`src/rtl/icache_data_sram_arbiter.sv`:
```
// icache_data_sram_arbiter
// Shares the single-port L1.5 icache data SRAM between the lookup read path
// and the refill write path. A one-entry hold buffer lets the read consumer
// stall, and a write-streak limit stops refills from locking out lookups.
module icache_data_sram_arbiter #(
  parameter  int unsigned NumWords   = 256,
  parameter  int unsigned DataWidth  = 128,
  parameter  int unsigned MaxWrBurst = 4,
  localparam int unsigned AddrWidth  = $clog2(NumWords),
  localparam int unsigned BeWidth    = (DataWidth + 7) / 8
) (
  input  logic                 clk_i,
  input  logic                 rst_ni,
  input  logic                 rd_req_i,
  input  logic [AddrWidth-1:0] rd_addr_i,
  output logic                 rd_gnt_o,
  output logic                 rd_rvalid_o,
  output logic [DataWidth-1:0] rd_rdata_o,
  input  logic                 rd_rready_i,
  input  logic                 wr_req_i,
  input  logic [AddrWidth-1:0] wr_addr_i,
  input  logic [DataWidth-1:0] wr_wdata_i,
  input  logic [BeWidth-1:0]   wr_be_i,
  output logic                 wr_gnt_o,
  output logic                 mem_req_o,
  output logic                 mem_we_o,
  output logic [AddrWidth-1:0] mem_addr_o,
  output logic [DataWidth-1:0] mem_wdata_o,
  output logic [BeWidth-1:0]   mem_be_o,
  input  logic [DataWidth-1:0] mem_rdata_i
);

  logic                 r_inflight;
  logic                 r_hold_valid;
  logic [DataWidth-1:0] r_hold_data;
  logic [3:0]           r_streak;

  logic                 w_rd_ok;
  logic                 w_burst_done;
  logic                 w_rd_gnt;
  logic                 w_wr_gnt;

  // Arbitration: a read may go only if its response has somewhere to land;
  // writes win a conflict until they have used up their burst allowance.
  always_comb begin
    w_rd_ok      = rd_req_i & ~r_hold_valid & (~r_inflight | rd_rready_i);
    w_burst_done = (r_streak == 4'(MaxWrBurst));
    w_wr_gnt     = wr_req_i & ~(w_rd_ok & w_burst_done);
    w_rd_gnt     = w_rd_ok & ~w_wr_gnt;
  end

  // SRAM drive: the winning port steers the bus, idle cycles drive zeros.
  always_comb begin
    mem_req_o   = w_rd_gnt | w_wr_gnt;
    mem_we_o    = w_wr_gnt;
    mem_addr_o  = '0;
    mem_wdata_o = '0;
    mem_be_o    = '0;
    if (w_wr_gnt) begin
      mem_addr_o  = wr_addr_i;
      mem_wdata_o = wr_wdata_i;
      mem_be_o    = wr_be_i;
    end else if (w_rd_gnt) begin
      mem_addr_o  = rd_addr_i;
      mem_be_o    = '1;
    end
  end

  // Response path: held data has priority, otherwise pass the SRAM output through.
  always_comb begin
    rd_gnt_o    = w_rd_gnt;
    wr_gnt_o    = w_wr_gnt;
    rd_rvalid_o = r_inflight | r_hold_valid;
    rd_rdata_o  = '0;
    if (r_hold_valid) begin
      rd_rdata_o = r_hold_data;
    end else if (r_inflight) begin
      rd_rdata_o = mem_rdata_i;
    end
  end

  // Track the in-flight read and park its data when the consumer stalls.
  always_ff @(posedge clk_i or negedge rst_ni) begin
    if (!rst_ni) begin
      r_inflight   <= 1'b0;
      r_hold_valid <= 1'b0;
      r_hold_data  <= '0;
    end else begin
      r_inflight <= w_rd_gnt;
      if (r_inflight && !rd_rready_i) begin
        r_hold_valid <= 1'b1;
        r_hold_data  <= mem_rdata_i;
      end else if (r_hold_valid && rd_rready_i) begin
        r_hold_valid <= 1'b0;
      end
    end
  end

  // Count writes that beat an eligible read; any read grant or idle read side resets it.
  always_ff @(posedge clk_i or negedge rst_ni) begin
    if (!rst_ni) begin
      r_streak <= 4'd0;
    end else if (!w_rd_ok || w_rd_gnt) begin
      r_streak <= 4'd0;
    end else if (w_wr_gnt && !w_burst_done) begin
      r_streak <= r_streak + 4'd1;
    end
  end

endmodule

```
`config.mk`:
```
export PLATFORM = sky130hd
export DESIGN_NAME = icache_data_sram_arbiter
export DESIGN_NICKNAME = d
export VERILOG_FILES = /design/src/rtl/icache_data_sram_arbiter.sv
export SDC_FILE = /design/constraint.sdc
export NUM_CORES = 1
export LEC_CHECK = 0
export CAP_MARGIN = 25
export CORE_AREA = 2 2 227 229
export CTS_CLUSTER_DIAMETER = 30
export DETAILED_ROUTE_END_ITERATION = 16
export DIE_AREA = 0 0 229 231
export PLACE_DENSITY = 0.39
export SLEW_MARGIN = 10
export SYNTH_ARGS = -nofsm -noshare
export SYNTH_HDL_FRONTEND = slang
export SYNTH_SLANG_ARGS = --single-unit
```
`constraint.sdc`:
```
create_clock -name clk_i -period 1.8 [get_ports clk_i]
set_input_delay 0.18 -clock clk_i [delete_from_list [all_inputs] [get_ports clk_i]]
set_output_delay 0.18 -clock clk_i [all_outputs]
set_load 0.01 [all_outputs]
```
==> results_dict.tcl, run 1 <==
set metrics [dict create \
    synth_top_area_cell "dfrtp_1" \
    avgRoutedWirePerCell_um 22.2 \
    grt_pass1_wl_um 65300 \
    final_nets 1806 \
    hold_class "input pin to asynchronous set/reset pin" \
    fin_crit_sh 1.47 \
    cts.reportedPaths.clkPinSlew_ns 0.08 \
    clock_path_buffers 2 \
    syn_nets 1194 \
    place_congestion 0.934 \
    initial_core_util 0.147 \
    antenna_found_initial 8 \
    viasPerCell 4.00 \
    setup_ws_ns -0.843 \
    grt_max_degree 84 \
    synth_top_cells_by_count "nand2_1, a22o_1, dfrtp_1, and2_1, clkbuf_1" \
    synthAdderAreaFrac 0.00337 \
    finalPower_mw 11.3 \
    worst_pin_slew_ns 1.04 \
    ff2ff_setup_slack_ns -0.01 \
    dp_hpwl_um 36000 \
    crit_arrival_ns 2.46 \
    netlist_area_mm2 0.00743 \
    clkLatencyLatePin_ns 0.45 \
    yosysTopAreaCellShare 0.451 \
    first_iter_violations 423 \
    slew_violations 0 \
    track_usage 0.172 \
    status "finished, violations left" \
    rsz0062_at_grt "true" \
    ant_nets 0 \
    pre_cts_slack_ns -0.791 \
    setup_viol_count_final 288 \
    areaGrowthSynthToFinish_pct 106 \
    cp_max_fo 4 \
    finalClockSkew_ns 0.0123 \
    portBuffers 577 \
    violations "setup timing" \
    numCtsBuffers 17 \
    power_density_mw_per_mm2 740 \
    syn_inst 899 \
    grt.overflow.total 0 \
    path_class "flip-flop to output pin" \
    synth.most_common_cell "nand2_1" \
    synth_flop_cell "dfrtp_1" \
    syn_avg_cell_area_um2 8.27 \
    drt-total-wl_um 49100 \
    clock_sinks 134 \
    slew_headroom 0.307 \
    yosysWarnings 0 \
    ys_ff_latch 134 \
    final_hold_viol_count 0 \
    dpl-instance-area_mm2 0.0142 \
    rows 83 \
    startpoint_type "flip-flop" \
    synthTopCellsByArea "dfrtp_1, nand2_1, a22o_1" \
    h-tree-depth 4 \
    die_w_um 229 \
    crit_required_ns 1.62 \
    synth_compound_area_frac 0.182 \
    synth_top_family_by_area "simple AND/OR/NAND/NOR gates" \
    cts_tree "done" \
    max_cap_violations 0 \
    timing.final.crit_period_ns 2.64 \
    finalSetupTns_ns -172.67 \
    synthMuxAreaShare 0 \
    die_y_um 231 \
    critPathCaptureType "output pin" \
    ys_seq_area_frac 0.451 \
    vias 8840 \
    stdcell_area_mm2 0.0153 \
    root_buffer "clkbuf_16" \
    drive_above_1_share 0.192 \
    detail_route.first_pass.iterations 4 \
    timing.fmax_mhz 378 \
    synth-edff-count 0 \
    pin_count 578 \
    grt_pass1_vias 8910 \
    synth_xor_area_frac 0.00236 \
    drc 0 \
    fp.coreArea_mm2 0.0507 \
    async_flop_share 1.00 \
    leakage_nw 7.78 \
    die_area_mm2 0.0529 \
    yosys.area_share.simple 0.315 \
    peakVddDrop_uv 647 \
    yosysUniqueCellTypes 24 \
]
## registers in the layout, indices dropped and copies added (netlist names)
name          flops
r_inflight        1
r_streak          4
r_hold_data     128
r_hold_valid      1
## power by group
part	switching [mW]	internal, mW	leakage [nW]	total [mW]
combinational	1.61	1.99	5.81	3.60
sequential	0.329	3.61	1.68	3.94
clock	1.70	2.10	0.293	3.81
## metrics by stage
stage / utilization / std cells / hold WS (ns)
5_1_grt: 0.302 / 2208 / 0.233
2_1_floorplan: - / 899 / -0.116
4_1_cts: 0.293 / 2160 / 0.212
6_report: 0.302 / 2212 / 0.222
3_5_place_dp: 0.281 / 2123 / 0.151
3_3_place_gp: 0.281 / 2123 / 0.154
## area by class of cell
class,count,area [um^2]
Clock inverter,15,184
Clock buffer,17,425
Antenna cell,8,20.0
Sequential cell,134,3360
Fill cell,5466,35300
Inverter,4,15.0
Multi-Input combinational cell,684,3790
Timing Repair Buffer,670,6690
Tap cell,680,851
## logic make-up (layout without fill, tap and decap cells)
logic type / count (synthesis) / count (layout)
AO/OA/AOI/OAI: 154 / 154
XOR/XNOR: 2 / 2
adder cells (fa/ha/maj): 2 / 2
buffers and inverters: 81 / 706
flip-flops: 134 / 134
other: 0 / 8
AND/OR/NAND/NOR: 526 / 526
## cell usage in the layout (no fill, tap or decap), drive strengths merged
master / Yosys / layout
diode: 0 / 8
nor3: 4 / 4
dlygate4sd3: 0 / 1
clkbuf: 58 / 60
nand3b: 1 / 1
clkdlybuf4s15: 0 / 22
dlygate4sd2: 0 / 20
nand3: 1 / 1
and2: 128 / 128
a22o: 136 / 136
clkinvlp: 0 / 2
or2: 1 / 1
clkdlybuf4s50: 0 / 362
nand2b: 2 / 2
a2111oi: 1 / 1
dlymetal6s2s: 0 / 43
a21o: 16 / 16
dfrtp: 134 / 134
xor2: 1 / 1
xnor2: 1 / 1
ha: 2 / 2
o41a: 1 / 1
clkinv: 0 / 2
bufinv: 0 / 2
inv: 4 / 13
buf: 19 / 179
nor2b: 3 / 3
nand2: 385 / 385
or3: 1 / 1
## what timing repair did
item | 4_1_cts | 5_1_grt
setup buffers | 3 | 30
endpoints found under the setup margin | 285 | 362
gates resized for setup | 209 | 412
gates cloned | 1 | 14
pin swaps | 5 | 10
hold buffers | 1 | 0
hold endpoints to repair | 35 | 0
## routing by layer
metal,track usage,up-vias,share of wire
met5,0,-,0
met2,0.312,307,0.53
met1,0.198,4307,0.40
met4,0.0455,0,0.012
met3,0.0459,29,0.057
li1,-,4197,-
## path summary, 6_finish.rpt
check,to,from,cells past startpoint
max,mem_addr_o[1],r_streak[0],10
min,r_hold_data[123],rst_ni,2
max reg2reg,r_hold_data[119],r_inflight,5
min reg2reg,r_hold_data[34],r_hold_data[34],2
max in group asynchronous,r_hold_data[56],rst_ni,3
min in group clk_i,r_hold_data[65],mem_rdata_i[65],3
## worst max-delay path, cell delays in order, from the launching register on
cell	delay, ns
dfrtp_1	0.38
inv_1	0.06
ha_2	0.19
nand3b_4	0.12
o41a_4	0.44
buf_6	0.15
buf_6	0.11
buf_6	0.12
buf_6	0.10
a22o_1	0.21
buf_6	0.12
(Power assumes the default switching activity.)
==> run 2, diff against run 1 <==
--- a/config.mk
+++ b/config.mk
@@ -6,11 +6,11 @@
 export NUM_CORES = 1
 export LEC_CHECK = 0
 export CAP_MARGIN = 25
-export CORE_AREA = 2 2 227 229
+export CORE_AREA = 2 2 222 224
 export CTS_CLUSTER_DIAMETER = 30
 export DETAILED_ROUTE_END_ITERATION = 16
-export DIE_AREA = 0 0 229 231
-export PLACE_DENSITY = 0.39
+export DIE_AREA = 0 0 224 226
+export PLACE_DENSITY = 0.4
 export SLEW_MARGIN = 10
 export SYNTH_ARGS = -nofsm -noshare
 export SYNTH_HDL_FRONTEND = slang
==> run 2 against run 1 <==
Compared with the run above:
- the run still ends with setup timing left
- sequential power barely moved
- combinational power barely moved
- sequential share of layout area fell by 0.54 points
- clock-buffer cell count rose by 4
- die area fell by 4.3%
- clock power fell by 6.6%
- hold slack got worse by 0.041 ns
- global-route usage rose by 0.45 points
- flip-flop and latch count did not move
- critical endpoint is now mem_wdata_o[37]
- highest routed layer is now met5
==> results_dict.tcl, run 2 (synthesis results as in run 1) <==
set metrics [dict create \
    seq_area_mm2 0.00336 \
    setup_ws_ns -0.855 \
    die_area_mm2 0.0506 \
    numCtsBuffers 17 \
    vias 9055 \
    regMostFlops "r_hold_data" \
    final_nets 1850 \
    timing.fmax_mhz 377 \
    cts.reportedPaths.clkPinSlew_ns 0.06 \
    final_cell_mix "nand2_1, clkdlybuf4s50_1, a22o_1" \
    peakVddDrop_uv 566 \
    areaGrowthSynthToFinish_pct 111 \
    fp.coreArea_mm2 0.0483 \
    die_w_um 224 \
    root_buffer "clkbuf_16" \
    fill_cells 5131 \
    pin_count 578 \
    crit_required_ns 1.62 \
    detail_route.first_pass.iterations 4 \
    drive_above_1_share 0.232 \
    critPathCaptureType "output pin" \
    cp_max_fo 22 \
    hold_class "input pin to asynchronous set/reset pin" \
    fin_cells 2199 \
    rsz0062_at_grt "true" \
    slew_headroom 0.715 \
    fin_crit_sh 1.47 \
    grt.overflow.total 0 \
    grt_pass1_vias 8945 \
    final_hold_viol_count 0 \
    clkLatencyLatePin_ns 0.43 \
    first_iter_violations 470 \
    track_usage 0.176 \
    largest_reg_flops 128 \
    r2r-end "r_hold_data[12]" \
    startpoint_type "flip-flop" \
    path_class "flip-flop to output pin" \
    placedCellCount 2070 \
    finalClockSkew_ns 0.00819 \
    status "finished, violations left" \
    drc 0 \
    power_density_mw_per_mm2 708 \
    layout_commonest_cell "nand2_1" \
    slew_violations 0 \
    ff2ff_setup_slack_ns 0.20 \
    h-tree-depth 4 \
    grt_pass1_wl_um 63900 \
    rows 81 \
    avgRoutedWirePerCell_um 22.2 \
    die_y_um 226 \
    ant_nets 0 \
    setup_viol_count_final 284 \
    multi_input_area_mm2 0.00380 \
    reg2reg_from "r_inflight" \
    cts_tree "done" \
    timing.final.crit_period_ns 2.65 \
    dp_hpwl_um 35900 \
    worst_pin_slew_ns 0.428 \
    portBuffers 577 \
    crit_arrival_ns 2.47 \
    worstRegToRegCells 5 \
    clock_sinks 134 \
    antenna_found_initial 27 \
    reg.largest.list "r_hold_data (128), r_streak (4)" \
    leakage_nw 8.86 \
    viasPerCell 4.12 \
    initial_core_util 0.154 \
    max_cap_violations 0 \
    clock_path_buffers 2 \
    violations "setup timing" \
    place_congestion 0.889 \
    pre_cts_slack_ns -0.645 \
    drt-total-wl_um 48800 \
    grt_max_degree 89 \
]
run 2: area by class of cell:
class	count	share of cell area
Antenna cell	9	0.00143
Multi-Input combinational cell	684	0.242
Clock buffer	21	0.0293
Clock inverter	11	0.00796
Inverter	4	0.000955
Timing Repair Buffer	714	0.455
Tap cell	622	0.0495
Sequential cell	134	0.214
run 2: how the worst max path moves through the flow:
stage / start / endpoint / cells past startpoint
global placement: rd_rready_i / mem_wdata_o[49] / 6
detailed placement: rd_rready_i / mem_wdata_o[49] / 6
finish: r_streak[0] / mem_wdata_o[37] / 7
global route: r_streak[0] / mem_wdata_o[15] / 7
floorplan: r_streak[0] / mem_addr_o[0] / 6
CTS: r_streak[0] / mem_wdata_o[21] / 7
run 2: timing repair:
action                                 CTS  global route
setup endpoints to repair              353           353
cloned                                   0            19
endpoints found under the hold margin  134             0
gates resized for setup                136           638
hold buffers                             1             0
pin swaps                                3            19
buffers inserted                         0            68
run 2: power by group:
group | internal [mW] | switching, mW | total, mW
clock | 2.12 | 1.44 | 3.56
combinational | 2.02 | 1.60 | 3.63
sequential | 3.62 | 0.322 | 3.94
run 2: worst max-delay path: stages (launching register included):
cell and delay (ns):
dfrtp_1 0.38, inv_1 0.06, ha_2 0.18, nand3b_4 0.10
o41a_4 0.45, clkbuf_16 0.22, and2_1 0.16, clkdlybuf4s50_1 0.48
run 2: through the flow:
stage	hold slack, ns	util	setup TNS [ns]	total power [mW]	cell area (um^2)
6_report	0.181	0.325	-144.31	11.1	15700
2_1_floorplan	-0.116	-	0	5.27	7430
5_1_grt	0.184	0.325	-174.14	11.8	15700
4_1_cts	0.167	0.305	-222.52	11.1	14800
3_5_place_dp	0.0699	0.295	-147.23	7.49	14300
3_3_place_gp	0.0701	0.295	-144.98	7.48	14300
run 2: per-layer routing:
metal | track usage | wire length [um] | part of all wire | vias up
li1 | - | - | - | 4271
met1 | 0.181 | 17400 | 0.36 | 4344
met2 | 0.320 | 26000 | 0.53 | 363
met3 | 0.0669 | 3810 | 0.078 | 69
met4 | 0.0753 | 1500 | 0.031 | 8
met5 | 0 | 57 | 0.0012 | -
